`src/rtl/imem_arbiter.sv`:
```
// imem_arbiter: shares one instruction-memory bus between NREQ fetch-side
// requesters (index 0 = icache refill). One single-word read is in flight at
// a time: IDLE picks a winner and grants it, ISSUE drives the bus request for
// one cycle, WAIT routes the response (or a forced timeout fault) back to the
// owner only.
//
// Ports:
//   clk, rst        clock, synchronous active-high reset
//   req_valid       per-requester read request            [NREQ]
//   req_addr        per-requester word address, slice i = [32*i +: 32]
//   req_gnt         one-hot accept pulse (combinational, IDLE)
//   resp_valid      one-hot response pulse to the owner (combinational, WAIT)
//   resp_rdata      response data, zero when no resp_valid
//   resp_fault      response fault, zero when no resp_valid
//   mem_req         bus request pulse (ISSUE)
//   mem_addr        word-aligned bus address, zero outside ISSUE
//   mem_rvalid      bus response valid
//   mem_rdata       bus response data
//   mem_fault       bus response fault
//   busy            transaction outstanding
//   err_timeout     sticky: a bus timeout occurred
//   err_spurious    sticky: mem_rvalid seen outside WAIT
//   err_clr         clears both sticky bits (a same-cycle set wins)

module imem_arbiter #(
    parameter int unsigned NREQ       = 3,
    parameter int unsigned FIXED_PRIO = 0,
    parameter int unsigned TIMEOUT    = 64
) (
    input  logic                 clk,
    input  logic                 rst,
    input  logic [NREQ-1:0]      req_valid,
    input  logic [32*NREQ-1:0]   req_addr,
    output logic [NREQ-1:0]      req_gnt,
    output logic [NREQ-1:0]      resp_valid,
    output logic [31:0]          resp_rdata,
    output logic                 resp_fault,
    output logic                 mem_req,
    output logic [31:0]          mem_addr,
    input  logic                 mem_rvalid,
    input  logic [31:0]          mem_rdata,
    input  logic                 mem_fault,
    output logic                 busy,
    output logic                 err_timeout,
    output logic                 err_spurious,
    input  logic                 err_clr
);

    localparam int unsigned IDX_W = (NREQ > 1) ? $clog2(NREQ) : 1;
    localparam int unsigned CNT_W = $clog2(TIMEOUT);
    localparam bit          FP    = (FIXED_PRIO != 0);

    typedef enum logic [1:0] {
        ST_IDLE  = 2'd0,
        ST_ISSUE = 2'd1,
        ST_WAIT  = 2'd2
    } state_t;

    state_t             state_q, state_d;
    logic [IDX_W-1:0]   owner_q, owner_d;
    logic [31:0]        addr_q, addr_d;
    logic [CNT_W-1:0]   cnt_q, cnt_d;
    logic [IDX_W-1:0]   last_q, last_d;
    logic               err_timeout_q, err_timeout_d;
    logic               err_spurious_q, err_spurious_d;

    logic               win_found;
    logic [IDX_W-1:0]   win_idx;
    logic [31:0]        addr_sel;
    logic               set_timeout;
    logic               set_spurious;

    // Winner pick: requester 0 first when fixed-priority, otherwise a
    // rotating search starting just after the last winner.
    always_comb begin
        int unsigned      cand;
        logic [IDX_W-1:0] cand_idx;
        win_found = 1'b0;
        win_idx   = '0;
        cand      = 0;
        cand_idx  = '0;
        if (FP && req_valid[0]) begin
            win_found = 1'b1;
            win_idx   = '0;
        end
        for (int unsigned k = 1; k <= NREQ; k++) begin
            cand = 32'(last_q) + k;
            if (cand >= NREQ) begin
                cand = cand - NREQ;
            end
            cand_idx = IDX_W'(cand);
            // In fixed-priority mode requester 0 is excluded from the rotation.
            if (!win_found && req_valid[cand_idx] && !(FP && cand == 0)) begin
                win_found = 1'b1;
                win_idx   = cand_idx;
            end
        end
    end

    // Address of the chosen requester.
    always_comb begin
        addr_sel = '0;
        for (int unsigned i = 0; i < NREQ; i++) begin
            if (IDX_W'(i) == win_idx) begin
                addr_sel = req_addr[32*i +: 32];
            end
        end
    end

    // Next-state and outputs.
    always_comb begin
        state_d       = state_q;
        owner_d       = owner_q;
        addr_d        = addr_q;
        cnt_d         = cnt_q;
        last_d        = last_q;
        set_timeout   = 1'b0;
        set_spurious  = 1'b0;
        req_gnt       = '0;
        resp_valid    = '0;
        resp_rdata    = '0;
        resp_fault    = 1'b0;
        mem_req       = 1'b0;
        mem_addr      = '0;
        busy          = (state_q != ST_IDLE);

        case (state_q)
            ST_IDLE: begin
                set_spurious = mem_rvalid;
                if (win_found) begin
                    req_gnt[win_idx] = 1'b1;
                    owner_d          = win_idx;
                    addr_d           = {addr_sel[31:2], 2'b00};
                    last_d           = win_idx;
                    state_d          = ST_ISSUE;
                end
            end
            ST_ISSUE: begin
                set_spurious = mem_rvalid;
                mem_req      = 1'b1;
                mem_addr     = addr_q;
                cnt_d        = '0;
                state_d      = ST_WAIT;
            end
            ST_WAIT: begin
                cnt_d = cnt_q + CNT_W'(1);
                // A real response beats a timeout landing in the same cycle.
                if (mem_rvalid) begin
                    resp_valid[owner_q] = 1'b1;
                    resp_rdata          = mem_rdata;
                    resp_fault          = mem_fault;
                    state_d             = ST_IDLE;
                end else if (cnt_q == CNT_W'(TIMEOUT - 1)) begin
                    resp_valid[owner_q] = 1'b1;
                    resp_fault          = 1'b1;
                    set_timeout         = 1'b1;
                    state_d             = ST_IDLE;
                end
            end
            default: begin
                state_d = ST_IDLE;
            end
        endcase

        // Nothing is visible while reset is held; an in-flight transaction
        // is simply dropped.
        if (rst) begin
            req_gnt      = '0;
            resp_valid   = '0;
            resp_rdata   = '0;
            resp_fault   = 1'b0;
            mem_req      = 1'b0;
            mem_addr     = '0;
            busy         = 1'b0;
            set_timeout  = 1'b0;
            set_spurious = 1'b0;
        end

        err_timeout_d  = (err_timeout_q  & ~err_clr) | set_timeout;
        err_spurious_d = (err_spurious_q & ~err_clr) | set_spurious;
    end

    assign err_timeout  = err_timeout_q;
    assign err_spurious = err_spurious_q;

    // State registers.
    always_ff @(posedge clk) begin
        if (rst) begin
            state_q        <= ST_IDLE;
            owner_q        <= '0;
            addr_q         <= '0;
            cnt_q          <= '0;
            last_q         <= IDX_W'(NREQ - 1);
            err_timeout_q  <= 1'b0;
            err_spurious_q <= 1'b0;
        end else begin
            state_q        <= state_d;
            owner_q        <= owner_d;
            addr_q         <= addr_d;
            cnt_q          <= cnt_d;
            last_q         <= last_d;
            err_timeout_q  <= err_timeout_d;
            err_spurious_q <= err_spurious_d;
        end
    end

endmodule

```
`config.mk`:
```
export PLATFORM = sky130hd
export DESIGN_NAME = imem_arbiter
export DESIGN_NICKNAME = d
export VERILOG_FILES = /design/src/rtl/imem_arbiter.sv
export SDC_FILE = /design/constraint.sdc
export NUM_CORES = 1
export LEC_CHECK = 0
export ABC_AREA = 1
export BUFFER_PORTS_ARGS = -buffer_cell sky130_fd_sc_hd__buf_2
export CAP_MARGIN = 20
export CORE_ASPECT_RATIO = 1.2
export CORE_MARGIN = 2
export CORE_UTILIZATION = 43
export DETAILED_ROUTE_END_ITERATION = 10
export PLACE_DENSITY = 0.83
export REMOVE_ABC_BUFFERS = 1
export SLEW_MARGIN = 20
export SYNTH_ARGS = -nofsm -noshare
export SYNTH_HDL_FRONTEND = slang
export SYNTH_SLANG_ARGS = --single-unit
```
`constraint.sdc`:
```
create_clock -name clk -period 2.92 [get_ports clk]
set_clock_uncertainty 0.2 [all_clocks]
set_input_delay 0.292 -clock clk [delete_from_list [all_inputs] [get_ports clk]]
set_output_delay 0.292 -clock clk [all_outputs]
set_load 0.01 [all_outputs]
```
# Word-level counts from Yosys, hierarchy flattened
# Cells that the tools add are included.
# totals
ff_bits	44
# op_classes
add_sub_neg	7
n_lt_le_gt_ge	10
eq_ne	7
n_mux	51
bitwise_logic	5
n_reduce_logical	13
# ops
op	n
2-to-1 mux 32 bit	8
2-to-1 mux 3 bit	7
2-to-1 mux 1 bit	20
2-to-1 mux 2 bit	9
less-than comparator 2 x 3 -> 1 bit (second input constant)	5
case mux 6 bit (2 select lines)	1
>= comparator 3 x 2 -> 1 bit (second input constant)	3
adder 2 x 2 -> 3 bit (second input constant)	2
adder 6 x 1 -> 6 bit (second input constant)	1
binary-select mux 1 bit (select 2 bit)	3
== test 6 bit (second input constant)	1
case mux 2 bit (3 select lines)	1
subtractor 2 bit (second input constant)	3
demux 1 bit (select 2 bit)	2
>= comparator 2 x 1 -> 1 bit (second input constant)	2
logical AND 1 bit	4
zero test 2 bit	2
AND reduction 2 bit	2
nonzero test 2 bit	2
adder 2 x 1 -> 3 bit (second input constant)	1
inequality test 3 bit (second input constant)	1
bitwise AND 1 bit	2
== test 1 x 2 -> 1 bit (first input constant)	1
== test 2 x 1 -> 1 bit (second input constant)	1
7 further kinds	9

# Logic depth before layout (Yosys ltp)
# Gate-level depths: netlist (run 1).
# depth
ltp_word	19
mapped_depth	16
depth_no_buf	15

# Least setup slack after synthesis (run 1)
# OpenSTA, ideal clock, no wires.
# synth_timing
kind	reg-to-output
start	register, netlist name owner_q[0]
end	output port req_gnt[0]
arrival_ps	1944
required_time_ps	2428
path_slack_ps	484
path_stages_with_launch	14
path_buffers	2
path_cell_list	dfxtp_1 > inv_2 > ha_1 > buf_6 > inv_4 > nand2_2 > nand3_2 > nand2_2 > nand3_1 > nand2_1 > inv_2 > nand2_4 > buf_6 > nor3_1
# synth_lines
item	line	source
end: declaration	34	output logic [NREQ-1:0] req_gnt,

# Worst setup path after layout (run 1)
# layout_timing
start	register last_q[1]
end	output port req_gnt[1]
# layout_via
elab_chain_len	19
# layout_lines
item	line	source
start: declaration	63	logic [IDX_W-1:0] last_q, last_d;
start signal: assignment	193	last_q <= IDX_W'(NREQ - 1);
start signal: assignment	201	last_q <= last_d;
adder 2 x 1 -> 3 bit	87	cand = 32'(last_q) + k;
>= comparator 3 x 2 -> 1 bit or subtractor 2 bit (tied branches)	88, 89	
2-to-1 mux 2 bit	88	if (cand >= NREQ) begin
binary-select mux 1 bit (select 2 bit)	93	if (!win_found && req_valid[cand_idx] && !(FP && cand == 0)) begin
2-to-1 mux 1 bit (not written as such)	93	
2-to-1 mux 1 bit	93	
zero test 1 bit	93	
logical AND 1 bit	93	
(+3 left out)	--	
2-to-1 mux 2 bit	93	
less-than comparator 2 x 3 -> 1 bit (not written as such) or >= comparator 2 x 1 -> 1 bit (tied branches)	131	req_gnt[win_idx] = 1'b1;
logical AND 1 bit (not written as such)	131	
2-to-1 mux 1 bit (not written as such)	131	
demux 1 bit (select 2 bit)	131	
2-to-1 mux 3 bit (*)	130	if (win_found) begin
2-to-1 mux 3 bit (*)	127	case (state_q)
2-to-1 mux 3 bit (*)	167	if (rst) begin
# Mark *: on every way between the ends. The rest lies on a longest branch, timed or not. The select of a mux whose other input is x is not followed.

==> results of run 1 <==
-- Yosys cell counts --
cell      number
dfxtp_1       43
and2_1         1
o21ai_0       10
nor2_4         2
or2_2          2
conb_1         1
buf_6          5
nand3_1       67
a21oi_2       20
o21a_1         1
clkbuf_1       9
inv_4          1
inv_1         86
buf_4          7
buf_2         10
ha_1           8
a21oi_1       41
nand2_1      138
o211ai_1       1
nand2_4        2
nand2_2        6
nor2_1        74
buf_1          4
a31oi_1        1
nand4_1        6
o21ai_1        1
nor3_1        10
nand3_2        1
nor3_2         1
inv_2          4
-- sequential cells by signal (all words and copies together) (netlist names) --
name          cells
addr_q           30
last_q            1
cnt_q             6
err_spurious      1
state_q           2
owner_q           2
err_timeout       1
-- power groups by stage --
stage | logic, mW | clock network, mW | registers, mW
global placement | 3.25 | 0 | 0.877
CTS | 3.39 | 0.417 | 0.879
detailed placement | 3.35 | 0 | 0.891
floorplan | 2.40 | 0 | 0.873
finish | 3.42 | 0.412 | 0.879
global route | 3.86 | 0.438 | 0.902
-- critical path: stages, from the launching register on --
cell and delay [ps]:
dfxtp_1 350, inv_1 100, ha_4 330, inv_4 60, nand2_2 50, nand3_2 70, nand2_2 100, nand2_2 90
nor2_4 120, nand2_4 80, nand2_8 190, inv_2 120, nor2_1 100, buf_2 130
-- routing by layer --
metal	track usage [%]	vias to the layer above	part of all wire [%]
met2	44.8	217	51
met3	4.93	15	9.1
met1	23.2	1802	39
met4	6.70	0	1.5
li1	-	2108	-
met5	0	-	0
-- kinds of logic after synthesis --
| logic type | count (synthesis) | share of synthesized area (%) |
|---|---|---|
| compound gates | 75 | 13.8 |
| other cells | 1 | 0.113 |
| simple gates | 310 | 40.4 |
| buf+inv | 126 | 16.7 |
| fa+ha+maj | 8 | 3.02 |
| flops | 43 | 26.0 |
-- stage by stage --
step / setup WS (ps) / power, mW / cells / hold WS [ps]
after detailed placement: 278 / 4.24 / 833 / 262
after global placement: 362 / 4.13 / 833 / 253
after global routing: 51.4 / 5.20 / 841 / 48.0
final: 209 / 4.72 / 841 / 35.0
after floorplan: 27.6 / 3.27 / 529 / 154
after CTS: 12.1 / 4.68 / 841 / 43.6
-- area by class of cell --
cell class / count / area [um^2]
clock buffers: 5 / 68.8
clock inverters: 3 / 23.8
fillers: 739 / 3140
inverters: 91 / 347
multi-input cells: 395 / 1930
flip-flops and latches: 43 / 861
well taps: 92 / 115
repair buffers: 212 / 1090
-- worst max path at each step --
stage          cells past startpoint       start  slack, ps          to
4_1_cts                           11  owner_q[0]         10  req_gnt[0]
3_3_place_gp                      14  owner_q[0]        360   addr_q[4]
3_5_place_dp                      14  owner_q[0]        280  addr_q[14]
2_1_floorplan                     10  owner_q[0]         30  req_gnt[0]
5_1_grt                           13   last_q[1]         50  req_gnt[1]
6_report                          13   last_q[1]        210  req_gnt[1]
-- timing repair --
item                                    CTS  global route
buffers inserted                          0             0
gates resized for setup                   1             4
gates cloned                              0             0
endpoints found under the setup margin    1             3
==> run_results.csv, run 1 <==
group,metric,value,unit
status,status,"complete, no violations",
drt,routed_via_density,4.93,
logic_synthesis,netlist_area,3310,um^2
logic_synthesis,synth_top_area_share,26.0,%
floorplan,die_x,84.1,um
sta,worst_slew_pin_slew,678,ps
finish,diodes,0,
placed_design,gp_congestion,0.846,
critical_path,path_class,"reg -> out",
power_and_ir_drop,p_per_area,1060,nW/um^2
sta,fin_setup_tns,0,ps
sta,clock.fmax,369,MHz
power_and_ir_drop,swShare,54.5,%
power_and_ir_drop,switching_power,2.57,mW
drt,dr.pass1.iters,5,
sta,setup_viol,0,
logic_synthesis,netlist_instances,563,
logic_synthesis,ys_types,30,
drt,num_vias,4142,
drt,drc,0,
critical_path,cp.required,2430,ps
clock_network,cts_tree,"built",
placed_design,dpl_cell_area,4310,um^2
finish,layout_commonest_cell,"buf_2",
logic_synthesis,synth-warning-count,0,
power_and_ir_drop,seq_power_share,18.6,%
grt,grt_first_pass_wirelength,15800,um
grt,grt_max_degree,57,
floorplan,start_util,43.7,%
critical_path,reg2reg_slack,460,ps
clock_network,cts_made_buffers,5,
floorplan,die_y,100,um
drt,drt-total-wl,9860,um
critical_path,cp.arrival,2220,ps
sta,final_max_slew_viol_count,0,
clock_network,hold_buffers,0,
drt,antenna_left,0,
power_and_ir_drop,ir_drop,612,uV
clock_network,h-tree-depth,2,
critical_path,r2r_end,"addr_q[31]",
sta,rsz0062_at_grt,"no",
floorplan,pin_count,211,
worst_hold_path,holdCritStartpoint,"err_clr",
clock_network,numClockSinks,43,
floorplan,dieArea,8430,um^2
grt,grt_pass1_vias,3762,
finish,nNetsFinal,892,
logic_synthesis,synth_top_area_cell,"dfxtp_1",
sta,hold_viol,0,
floorplan,num_rows,35,
critical_path,endpoint_kind,"output pin",
placed_design,dp_hpwl,7460,um
placed_design,port_buffers,202,
power_and_ir_drop,p_clk_share,8.7,%
power_and_ir_drop,p_int,2.15,mW
worst_hold_path,holdPathEnd,"err_timeout",
finish,finalInstanceArea,4430,um^2
worst_hold_path,hold_depth,4,
clock_network,root_buffer,"clkbuf_8",
sta,min_period,2710,ps
critical_path,crit_fanout,32,
critical_path,ff2ff_path_depth,12,
grt,overflow,0,
clock_network,cts_buffer_depth,2,
sta,fin_crit_sh,92.9,%
finish,drive_gt1_share,34.7,%
logic_synthesis,synth_seq_cells,43,
floorplan,coreArea,7580,um^2
logic_synthesis,postSynthAreaPerCell,5.88,um^2
flow_run,maxCapViolCount,0,
finish,syn2layout_area_growth,33.8,%
clock_network,worstSkewPairLatency,320,ps
finish,post-route-util,58.5,%
grt,antenna_found_initial,0,
critical_path,crit_path_start_kind,"flip-flop",
finish,most-common-layout-cells,"buf_2, nand2_1, inv_1, nor2_1, nand3_1",
clock_network,clk_pin_slew_worst_paths,100,ps
logic_synthesis,ys_seq_area_share,26.0,%
drt,drtIter0Drc,154,
grt,grt_util_all_layers,22.5,%
critical_path,reg2reg_from,"last_q[1]",
logic_synthesis,synth_area_leaders,"dfxtp_1, nand2_1, nand3_1, inv_1, nor2_1",
worst_hold_path,hold_class,"in -> reg",
power_and_ir_drop,power.share.combinational,72.6,%
power_and_ir_drop,p_leak,2.60,nW
drt,detail_route.wl_per_cell,11.7,um
sta,relSlewSlack,54.8,%
(Power assumes the default switching activity.)
==> run 2: changes to the inputs <==
--- a/config.mk
+++ b/config.mk
@@ -5,12 +5,10 @@
 export SDC_FILE = /design/constraint.sdc
 export NUM_CORES = 1
 export LEC_CHECK = 0
-export ABC_AREA = 1
 export BUFFER_PORTS_ARGS = -buffer_cell sky130_fd_sc_hd__buf_2
 export CAP_MARGIN = 20
 export CORE_ASPECT_RATIO = 1.2
-export CORE_MARGIN = 2
-export CORE_UTILIZATION = 43
+export CORE_UTILIZATION = 45
 export DETAILED_ROUTE_END_ITERATION = 10
 export PLACE_DENSITY = 0.83
 export REMOVE_ABC_BUFFERS = 1
==> run_results.csv, run 2 <==
group,metric,value,unit
logic_synthesis,synth_edf_count,0,
logic_synthesis,synth-warning-count,0,
finish,top_regs,"addr_q x30, cnt_q x6",
logic_synthesis,synth_compound_area_share,28.1,%
drt,drtIter0Drc,289,
drt,dr.pass1.iters,5,
drt,antenna_left,0,
logic_synthesis,ys_types,51,
critical_path,crit_fanout,7,
finish,drive_gt1_share,38.6,%
clock_network,cts_made_buffers,5,
floorplan,coreArea,8110,um^2
status,status,"complete, no violations",
clock_network,cts_buffer_depth,2,
worst_hold_path,hold_class,"in -> reg",
logic_synthesis,synth_seq_cells,43,
grt,grt_first_pass_wirelength,19700,um
floorplan,num_rows,36,
grt,grt_pass1_vias,4176,
placed_design,dp_hpwl,9040,um
sta,hold_viol,0,
drt,routed_via_density,5.98,
floorplan,die_x,85.4,um
logic_synthesis,netlist_area,3760,um^2
floorplan,dieArea,8730,um^2
sta,final_max_slew_viol_count,0,
finish,layout_commonest_cell,"buf_2",
sta,clock.fmax,350,MHz
flow_run,maxCapViolCount,0,
logic_synthesis,synth.area.mux_share,1.76,%
drt,drt-total-wl,12700,um
finish,most-common-layout-cells,"buf_2, dfxtp_1, o211ai_1, and3_1, nand3_1",
logic_synthesis,synth_top_area_share,22.9,%
clock_network,h-tree-depth,2,
power_and_ir_drop,p_per_area,772,nW/um^2
logic_synthesis,synthSimpleGateAreaFrac,34.7,%
clock_network,root_buffer,"clkbuf_8",
clock_network,worstSkewPairLatency,300,ps
logic_synthesis,ys_seq_area_share,22.9,%
sta,fin_crit_sh,97.9,%
placed_design,port_buffers,202,
clock_network,clk_pin_slew_worst_paths,90,ps
logic_synthesis,synth_top_family_by_area,"simple AND/OR/NAND/NOR gates",
placed_design,gp_congestion,0.932,
grt,overflow,0,
logic_synthesis,synth_top_area_cell,"dfxtp_1",
logic_synthesis,netlist_instances,490,
finish,fill_cells,753,
floorplan,start_util,46.4,%
logic_synthesis,yosys-top-cells-count,"dfxtp_1, o211ai_1, nand3_1",
logic_synthesis,postSynthAreaPerCell,7.67,um^2
placed_design,dpl_cell_area,4860,um^2
drt,num_vias,4623,
finish,post-route-util,62.1,%
grt,antenna_found_initial,0,
power_and_ir_drop,p_leak,2.52,nW
finish,top_register,"addr_q",
sta,setup_viol,0,
finish,finalInstanceArea,5030,um^2
floorplan,die_y,102,um
critical_path,crit_path_start_kind,"flip-flop",
sta,timing.hold.ws,14.1,ps
logic_synthesis,ys_async_sr_fraction,0,%
critical_path,reg2reg_slack,190,ps
clock_network,cts_tree,"built",
finish,diodes,0,
logic_synthesis,yosysMostFrequentCell,"dfxtp_1",
grt,grt_util_all_layers,27.6,%
finish,syn2layout_area_growth,33.9,%
logic_synthesis,synth_fa_ha_area_share,2.66,%
critical_path,endpoint_kind,"output pin",
sta,min_period,2860,ps
grt,grt_max_degree,38,
finish,nNetsFinal,822,
logic_synthesis,synth_area_leaders,"dfxtp_1, a221o_1, o211ai_1, and3_1, and2_1",
floorplan,pin_count,211,
critical_path,cp.arrival,2370,ps
logic_synthesis,synth_xor_xnor_area_share,1.16,%
drt,drc,0,
finish,largest_reg_flops,30,
drt,detail_route.wl_per_cell,16.5,um
critical_path,cp.required,2430,ps
power_and_ir_drop,ir_drop,409,uV
critical_path,path_class,"reg -> out",
clock_network,numClockSinks,43,
logic_synthesis,synth_ff_type,"dfxtp_1",
[run 2: cell count changes after synthesis, sizes merged, moves of 27 or more]
cell / previous run / this run
a21oi: 61 / 8
a221o: 0 / 31
and2: 1 / 32
and3: 0 / 35
inv: 91 / 17
nand2: 146 / 32
nand3: 68 / 36
nor2: 76 / 12
nor2b: 0 / 27
o211ai: 1 / 39
[run 2: per-layer routing]
metal	track usage, %	routed length, um	part of all wire, %
met1	34.8	5230	41
met5	0	0	0
met4	13.2	362	2.8
met3	3.47	882	6.9
met2	46.9	6250	49
[run 2: critical path, cell delays in order (launching register included)]
cell and delay (ps):
dfxtp_2 360, inv_1 90, ha_4 310, mux2_2 350, and2b_4 210, o311ai_4 250
o41ai_4 130, and3_1 210, buf_2 140
[run 2: layout make-up]
cell class	count	area, um^2	share of cell area [%]
multi-input combinational	379	2650	52.7
timing repair buffer	232	1250	24.8
sequential	43	863	17.1
tap	95	119	2.36
clock buffer	6	82.6	1.64
inverter	17	63.8	1.27
clock inverter	1	5.00	0.0994
[run 2: logic make-up after synthesis]
logic type,count (synthesis)
AO/OA/AOI/OAI,133
other,1
AND/OR/NAND/NOR,224
multiplexers,6
buffers and inverters,70
flip-flops,43
adder cells (fa/ha/maj),8
XOR/XNOR,5
[run 2: timing repair]
item,in CTS,in global routing
hold buffers,0,0
pin swaps,1,4
endpoints found under the setup margin,2,2
endpoints found under the hold margin,0,0
cloned,1,0
buffers inserted,0,4
resized for setup,6,6
[run 2: where the power goes]
part,switching (mW),leakage (nW),total (mW),internal (mW)
clock,0.216,0.0470,0.403,0.186
sequential,0.0780,0.354,0.844,0.766
combinational,1.52,2.12,2.64,1.12
[run 2: final timing paths]
check,end,cells after the start,startpoint
worst min register to register,err_spurious,2,err_spurious
worst max register to register,addr_q[7],9,last_q[1]
worst max-delay path,req_gnt[0],8,last_q[1]
worst min-delay path,addr_q[31],2,req_addr[95]
[run 2: through the flow]
stage	TNS, ps	power (mW)	std cells	setup slack, ps
final	0	3.89	773	60.4
after global routing	-10.5	4.17	773	-10.5
after CTS	0	3.81	769	26.1
after detailed placement	0	3.33	761	162
after global placement	0	3.26	761	234
after floorplan	-16700	2.45	438	-923
